## src/rtl/datapath_seq.sv

```systemverilog
// ---------------------------------------------------------------------------
// datapath_seq
//
// Multi-cycle sequencer for the 8-bit register/bus datapath. It accepts
// 16-bit instructions over a valid/ready handshake and steps through one
// execute state per datapath action. It is the only block that drives the
// bus-mux select, the register write enables, the ALU strobes and the output
// handshake.
//
// Parameters:
//   ALU_TIMEOUT  ALU_WAIT cycles tolerated without alu_done before abort (1..255)
//   RET_W        width of the retired-instruction counter
//
// Ports:
//   clk          rising-edge clock
//   rst_n        asynchronous active-low reset
//   instr        instruction word: op=[15:12] rd=[11:9] rs=[8:6] imm=[7:0] func=[2:0]
//   instr_valid  instr is valid
//   instr_ready  sequencer accepts instr this cycle (FETCH only)
//   imm          immediate for the mux din input (LDI_WB only, else 0)
//   sel          bus-mux select: {r,2'b00} register r, 5'b00010 din, 5'b00001 ALU
//   reg_we       one-hot register write enable, bit = rd
//   alu_func     ALU function (ALU states only, else 0)
//   alu_lda      latch bus into ALU operand A
//   alu_ldb      latch bus into ALU operand B
//   alu_start    one-cycle ALU start pulse
//   alu_done     ALU result valid
//   out_valid    bus carries output data
//   out_ready    consumer takes output data
//   busy         instruction in progress
//   halted       HALT executed
//   err          sticky: illegal opcode or ALU timeout
//   retired      completed-instruction count, wraps
// ---------------------------------------------------------------------------
module datapath_seq #(
    parameter int ALU_TIMEOUT = 15,
    parameter int RET_W       = 8
) (
    input  logic             clk,
    input  logic             rst_n,
    input  logic [15:0]      instr,
    input  logic             instr_valid,
    output logic             instr_ready,
    output logic [7:0]       imm,
    output logic [4:0]       sel,
    output logic [7:0]       reg_we,
    output logic [2:0]       alu_func,
    output logic             alu_lda,
    output logic             alu_ldb,
    output logic             alu_start,
    input  logic             alu_done,
    output logic             out_valid,
    input  logic             out_ready,
    output logic             busy,
    output logic             halted,
    output logic             err,
    output logic [RET_W-1:0] retired
);

    localparam logic [3:0] S_FETCH    = 4'd0;
    localparam logic [3:0] S_MOV_WB   = 4'd1;
    localparam logic [3:0] S_LDI_WB   = 4'd2;
    localparam logic [3:0] S_ALU_A    = 4'd3;
    localparam logic [3:0] S_ALU_B    = 4'd4;
    localparam logic [3:0] S_ALU_WAIT = 4'd5;
    localparam logic [3:0] S_ALU_WB   = 4'd6;
    localparam logic [3:0] S_OUT      = 4'd7;
    localparam logic [3:0] S_HALT     = 4'd8;

    localparam logic [3:0] OP_NOP  = 4'h0;
    localparam logic [3:0] OP_MOV  = 4'h1;
    localparam logic [3:0] OP_LDI  = 4'h2;
    localparam logic [3:0] OP_ALU  = 4'h3;
    localparam logic [3:0] OP_OUT  = 4'h4;
    localparam logic [3:0] OP_HALT = 4'hF;

    // The wait counter starts at 0 in the first ALU_WAIT cycle, so the abort
    // edge is the one where the count would step to ALU_TIMEOUT.
    localparam logic [7:0] TIMEOUT_LAST = 8'(ALU_TIMEOUT - 1);

    logic [3:0]  state;
    logic [3:0]  state_nxt;
    logic [11:0] instr_q;
    logic [7:0]  wait_cnt;
    logic        accept;
    logic        retire;
    logic        set_err;

    logic [2:0]  rd_q;
    logic [2:0]  rs_q;
    logic [7:0]  imm_q;
    logic [2:0]  func_q;

    // Only the operand fields are kept; the opcode is fully consumed by the
    // FETCH decode and encoded in the next state.
    assign rd_q   = instr_q[11:9];
    assign rs_q   = instr_q[8:6];
    assign imm_q  = instr_q[7:0];
    assign func_q = instr_q[2:0];

    assign accept = instr_valid && (state == S_FETCH);

    // Next-state decode. retire and set_err are single-cycle pulses that the
    // status registers below fold into the counter and the sticky error.
    always_comb begin
        state_nxt = state;
        retire    = 1'b0;
        set_err   = 1'b0;
        case (state)
            S_FETCH: begin
                if (instr_valid) begin
                    case (instr[15:12])
                        OP_NOP:  retire = 1'b1;
                        OP_MOV:  state_nxt = S_MOV_WB;
                        OP_LDI:  state_nxt = S_LDI_WB;
                        OP_ALU:  state_nxt = S_ALU_A;
                        OP_OUT:  state_nxt = S_OUT;
                        OP_HALT: begin
                            retire    = 1'b1;
                            state_nxt = S_HALT;
                        end
                        default: set_err = 1'b1;
                    endcase
                end
            end
            S_MOV_WB, S_LDI_WB, S_ALU_WB: begin
                retire    = 1'b1;
                state_nxt = S_FETCH;
            end
            S_ALU_A: state_nxt = S_ALU_B;
            S_ALU_B: state_nxt = S_ALU_WAIT;
            S_ALU_WAIT: begin
                // A done seen on the abort edge still wins over the timeout.
                if (alu_done) begin
                    state_nxt = S_ALU_WB;
                end else if (wait_cnt == TIMEOUT_LAST) begin
                    set_err   = 1'b1;
                    state_nxt = S_FETCH;
                end
            end
            S_OUT: begin
                if (out_ready) begin
                    retire    = 1'b1;
                    state_nxt = S_FETCH;
                end
            end
            S_HALT: state_nxt = S_HALT;
            default: state_nxt = S_FETCH;
        endcase
    end

    // State register.
    always_ff @(posedge clk or negedge rst_n) begin
        if (!rst_n) begin
            state <= S_FETCH;
        end else begin
            state <= state_nxt;
        end
    end

    // Instruction latch, loaded only on a handshake so the operand fields
    // stay stable for every execute state of that instruction.
    always_ff @(posedge clk or negedge rst_n) begin
        if (!rst_n) begin
            instr_q <= 12'h000;
        end else if (accept) begin
            instr_q <= instr[11:0];
        end
    end

    // ALU wait counter: held at zero outside ALU_WAIT, which clears it on
    // every entry into the wait state.
    always_ff @(posedge clk or negedge rst_n) begin
        if (!rst_n) begin
            wait_cnt <= 8'h00;
        end else if (state != S_ALU_WAIT) begin
            wait_cnt <= 8'h00;
        end else begin
            wait_cnt <= wait_cnt + 8'h01;
        end
    end

    // Status: sticky error and the free-wrapping retire counter.
    always_ff @(posedge clk or negedge rst_n) begin
        if (!rst_n) begin
            err     <= 1'b0;
            retired <= '0;
        end else begin
            if (set_err) begin
                err <= 1'b1;
            end
            if (retire) begin
                retired <= retired + RET_W'(1);
            end
        end
    end

    // Moore control outputs from state and the latched operand fields.
    // Everything defaults to the idle values so that asynchronous reset,
    // which forces FETCH, immediately restores the idle output set.
    always_comb begin
        instr_ready = 1'b0;
        imm         = 8'h00;
        sel         = 5'b00000;
        reg_we      = 8'h00;
        alu_func    = 3'b000;
        alu_lda     = 1'b0;
        alu_ldb     = 1'b0;
        alu_start   = 1'b0;
        out_valid   = 1'b0;
        busy        = 1'b1;
        halted      = 1'b0;
        case (state)
            S_FETCH: begin
                instr_ready = 1'b1;
                busy        = 1'b0;
            end
            S_MOV_WB: begin
                sel          = {rs_q, 2'b00};
                reg_we[rd_q] = 1'b1;
            end
            S_LDI_WB: begin
                imm          = imm_q;
                sel          = 5'b00010;
                reg_we[rd_q] = 1'b1;
            end
            S_ALU_A: begin
                sel      = {rd_q, 2'b00};
                alu_lda  = 1'b1;
                alu_func = func_q;
            end
            S_ALU_B: begin
                sel       = {rs_q, 2'b00};
                alu_ldb   = 1'b1;
                alu_start = 1'b1;
                alu_func  = func_q;
            end
            S_ALU_WAIT: begin
                alu_func = func_q;
            end
            S_ALU_WB: begin
                sel          = 5'b00001;
                reg_we[rd_q] = 1'b1;
                alu_func     = func_q;
            end
            S_OUT: begin
                sel       = {rs_q, 2'b00};
                out_valid = 1'b1;
            end
            S_HALT: begin
                busy   = 1'b0;
                halted = 1'b1;
            end
            default: begin
                busy = 1'b0;
            end
        endcase
    end

endmodule

```

## config.mk

```make
export PLATFORM = sky130hd
export DESIGN_NAME = datapath_seq
export DESIGN_NICKNAME = d
export VERILOG_FILES = /design/src/rtl/datapath_seq.sv
export SDC_FILE = /design/constraint.sdc
export NUM_CORES = 1
export LEC_CHECK = 0
export BUFFER_PORTS_ARGS = -buffer_cell sky130_fd_sc_hd__buf_2
export CAP_MARGIN = 20
export CORE_MARGIN = 1
export CORE_UTILIZATION = 49
export DETAILED_ROUTE_END_ITERATION = 12
export PLACE_DENSITY = 0.78
export SYNTH_ARGS = -nofsm -noshare
export SYNTH_HDL_FRONTEND = slang
export SYNTH_SLANG_ARGS = --single-unit
```

## constraint.sdc

```tcl
create_clock -name clk -period 2 [get_ports clk]
set_input_delay 0.2 -clock clk [delete_from_list [all_inputs] [get_ports clk]]
set_output_delay 0.2 -clock clk [all_outputs]
set_load 0.01 [all_outputs]
```

* After elaboration in Yosys (flattened, before gate mapping) *
Index checks and enable logic that the tools add are counted.

storage, ports and cells
  flip-flop bits (word level) = 33
  bits in latches = 0
  bits in writable memories = 0
  ROM bits = 0
  input bits = 21
  output and inout port bits = 40
  word-level logic and storage cells = 67
  memories kept = 0

operators by class
  $add $sub $neg = 2
  $mul = 0
  div/mod/pow operators = 0
  order comparisons = 2
  equality and inequality tests = 19
  shift-type cells = 0
  multiplexer cells = 28
  bitwise gates (word level) = 0
  reductions and logical operators = 11

operators with widths
  cell                 count
  $mux 8               3
  $pmux 4 s6           1
  $eq 4x3->1 const B   5
  $pmux 4 s5           1
  $pmux 5 s4           1
  $add 8x1->8 const B  2
  $eq 4x2->1 const B   4
  $mux 4               4
  $mux 1               14
  $eq 4x1->1 const B   2
  $eq 4x4->1 const B   2
  $eq 8x4->1 const B   1
  $logic_not 4->1      2
  $reduce_or 7->1      1
  $ne 6x1->1 const B   1
  $reduce_or 3->1      2
  $reduce_or 6->1      1
  $lt 3x4->1 const B   1
  $ne 2x2->1 const B   2
  $ne 4x3->1 const B   1
  $reduce_and 4->1     1
  $reduce_or 4->1      1
  $demux 1 s3          1
  $ge 3x1->1 const B   1
  other kinds (6)      7

* Longest topological paths before layout *
  depth after elaboration = 5
  depth in mapped cells = 7
  depth with buffers taken out = 7

* Worst setup path before layout *
Ideal clock, no wire load.

  path type = flip-flop to flip-flop
  start = reg state[3]
  end = reg retired[1]
  setup time = 0.128 ns
  data arrival time = 1.637 ns
  data required time = 1.872 ns
  path slack = 0.235 ns
  stages on the path, launching flop included = 6
  path buffers = 1
  clock period less this slack = 1.765 ns
  path through = dfrtp_1 > buf_6 > nor4_4 > nand2_2 > o22ai_4 > mux2_1

on the way
  longest elaborated chain between the ends = 3
  elaborated cells on any way between the ends = 7
  those cells by class = eq/ne: 4; mux: 1; reduce/logical: 2

ends and longest elaborated chain
  element                             RTL line  RTL
  start, declared                     81        logic [3:0] state;
  start signal, assigned              157       state <= state_nxt;
  $eq 4x3->1 (tied with other cells)  109       case (state)
  $reduce_or 3->1 (no source line)    --
  $pmux 1 s3 (*)                      109
  end signal, assigned                193       retired <= retired + RET_W'(1);
  end, declared                       57        output logic [RET_W-1:0] retired

Every way passes the cells marked *; elsewhere a longest branch is shown, timed or not.
A chain may end at the register's enable or synchronous reset.

* Worst setup path after layout *
  start = reg state[2]
  end = out reg_we[1]

on the way
  longest elaborated chain between the ends = 3
  elaborated cells on any way between the ends = 5
  those cells by class = eq/ne: 3; mux: 1; reduce/logical: 1

ends and longest elaborated chain
  element                               RTL line  RTL
  $eq 4x3->1 (tied with other cells)    213       case (state)
  $reduce_or 3->1 (no source line) (*)  --
  $mux 8 (*)                            --
  end, declared                         46        output logic [7:0] reg_we,

Marks and branches as above.

==> flow_summary_export.csv <==
group,metric,value,unit
detailed_routing,num_vias,1651,
setup_path,critPathMaxFanout,6,
min_path,hp-class,"input port to flop",
pwr,p_per_area,1070,nW/um^2
sta,slew_violations,0,
sta,fin_ws,79.2,ps
sta,fin_tns_setup,0,ps
global_routing,grt_pass1_wl,6840,microns
floorplan,die_w,63.6,microns
layout,drive_above_1_share,0.378,
synth,synth_area,1860,sq um
pwr,power,2.51,mW
clocking,cts_tree,"yes",
synth,syn_nets,215,
layout,nNetsFinal,285,
detailed_routing,wl_per_cell,12.9,microns
detailed_routing,drt-pass1-iter-count,4,
layout,mostFrequentLayoutCell,"buf_2",
global_routing,grt_usage,0.216,
global_routing,grt_max_degree,34,
layout,syn_to_final_growth,26.6,%
sta,slew_headroom,0.517,
sta,rsz0062_at_grt,"false",
clocking,cts_sinks,33,
sta,fmax,0.521,GHz
floorplan,core,3660,sq um
clocking,clock_path_buffers,2,
global_routing,antenna_found_initial,0,
synth,synth_edf_count,0,
synth,ys.flop_type,"dfrtp_1",
sta,hold_viol_final,0,
sta,setup_viol,0,
pwr,ir_drop,745,uV
synth,syn_avg_cell_area,9.73,sq um
sta,tightestPinTransition,725,ps
setup_path,crit_required,1800,ps
synth,synthTopCellsByArea,"dfrtp_1 (44%), mux2_2 (7.3%), nor2_1 (5.9%)",
placement,place_area,2230,sq um
floorplan,num_io_pins,61,
synth,yosysWarnings,0,
clocking,cts_buffers,5,
global_routing,grt_pass1_vias,1482,
job,maxCapViolCount,0,
floorplan,start_util,0.508,
sta,period_needed,1920,ps
floorplan,die_y,63.6,microns
sta,fin_worst_skew,4.73,ps
detailed_routing,post-route-drc-count,0,
layout,stdcell_area,2350,sq um
status,status,"finished clean",
detailed_routing,drt_iter0_markers,91,
detailed_routing,via_per_inst,5.33,
layout,final_cell_mix,"buf_2 (60), dfrtp_1 (31), nor2_1 (29), and2_1 (13), mux2_2 (12)",
floorplan,num_rows,22,
synth,yosysSeqAreaShare,0.444,
sta,period_share,0.960,
clocking,clock_latency,280,ps
detailed_routing,routed_wl,3990,microns
synth,synthCells,191,
placement,dp_slack,170,ps
setup_path,critPathLaunchType,"flop",
layout,antennaDiodeCount,0,
setup_path,critPathArrivalTime,1720,ps
floorplan,die_area,4040,sq um
clocking,clk_pin_slew,70,ps
synth,ys_seq_elements,33,
setup_path,cp-end-kind,"output port",
clocking,cts-root-buf,"clkbuf_8",
synth,synth_cell_types,39,
setup_path,critPathKind,"flop to output port",
pwr,p_leak,1.16,nW
synth,async_flop_share,1.00,
synth,synth_top_area_frac,0.444,
placement,place_hpwl,2900,microns
global_routing,grt-ovfl-total,0,
clocking,cts_max_level,2,
synth,yosysTopAreaCell,"dfrtp_1",
detailed_routing,final_antenna_net_count,0,
placement,place_congestion,0.835,
placement,port_buffers,60,
-- cell usage after synthesis, drive strengths merged (3+ instances only) --
cell,count
buf,6
and2,13
xor2,5
nand3,5
nand2,10
nand2b,5
a21oi,6
dfrtp,33
mux2,13
o21ai,8
xnor2,9
nor3,10
a22oi,3
inv,3
ha,3
nand4,4
and3,5
nor2b,3
nor2,29
-- kinds of logic (layout without fill, tap and decap cells) --
logic type               Yosys count  in the layout  synth area share
AND/OR/NAND/NOR                   92             92             0.267
flip-flops                        33             33             0.444
AO/OA/AOI/OAI                     24             24            0.0875
XOR/XNOR                          14             14            0.0660
multiplexers                      14             14            0.0841
buffers and inverters             11             82            0.0310
adder cells (fa/ha/maj)            3              3            0.0202
-- critical path, cell delays in order, from the launching register on --
cell	delay [ps]
dfrtp_2	440
or3b_4	420
a21oi_2	170
nand2_1	120
nor3_1	130
buf_2	150
-- layer usage --
metal,track usage,up-vias,part of all wire
met3,0.0562,6,0.051
met1,0.281,797,0.45
met2,0.350,49,0.49
met5,0,-,0
li1,-,799,-
met4,0.0682,0,0.0090
-- timing repair --
action / in CTS / in global routing
buffers inserted: 0 / 3
gates resized for setup: 3 / 3
hold endpoints to repair: 33 / 0
hold buffers: 1 / 0
endpoints found under the setup margin: 6 / 9
-- stage by stage --
step	instances	hold WS, ps	util
after detailed placement	298	303	0.608
after floorplan	191	-95.6	-
after global placement	298	289	0.608
final	310	147	0.643
after global routing	310	139	0.643
after CTS	307	140	0.635
-- power by group --
group / switching [mW] / leakage, nW / internal (mW) / total [mW]
clock: 0.238 / 0.0450 / 0.241 / 0.479
sequential: 0.185 / 0.414 / 0.865 / 1.05
combinational: 0.494 / 0.697 / 0.484 / 0.978
total: 0.918 / 1.16 / 1.59 / 2.51
-- worst paths after layout --
kind,start,endpoint,slack (ps),depth (start not counted)
worst max-delay path,state[2]$_DFFE_PN0P_,reg_we[1],80,5
worst min-delay path,instr[1],instr_q[1]$_DFFE_PN0P_,150,2
worst max register to register,state[2]$_DFFE_PN0P_,retired[1]$_DFFE_PN0P_,110,5
worst min register to register,err$_DFFE_PN0P_,err$_DFFE_PN0P_,470,1
max in group asynchronous,rst_n,state[2]$_DFFE_PN0P_,980,2
min in group asynchronous,rst_n,wait_cnt[5]$_DFF_PN0_,510,2
-- layout make-up --
cell class / instances / area [sq um]
Clock buffer: 6 / 72.6
Clock inverter: 2 / 10.0
Fill cell: 315 / 1310
Inverter: 3 / 11.3
Multi-Input combinational cell: 147 / 987
Sequential cell: 33 / 828
Tap cell: 48 / 60.1
Timing Repair Buffer: 71 / 385
-- sequential cells by signal, summed over array words and instances, names as in the netlist --
name and cells:
state 4, wait_cnt 8, retired 8, instr_q 12, err 1
Note: power is estimated with default switching activity, not from simulation.
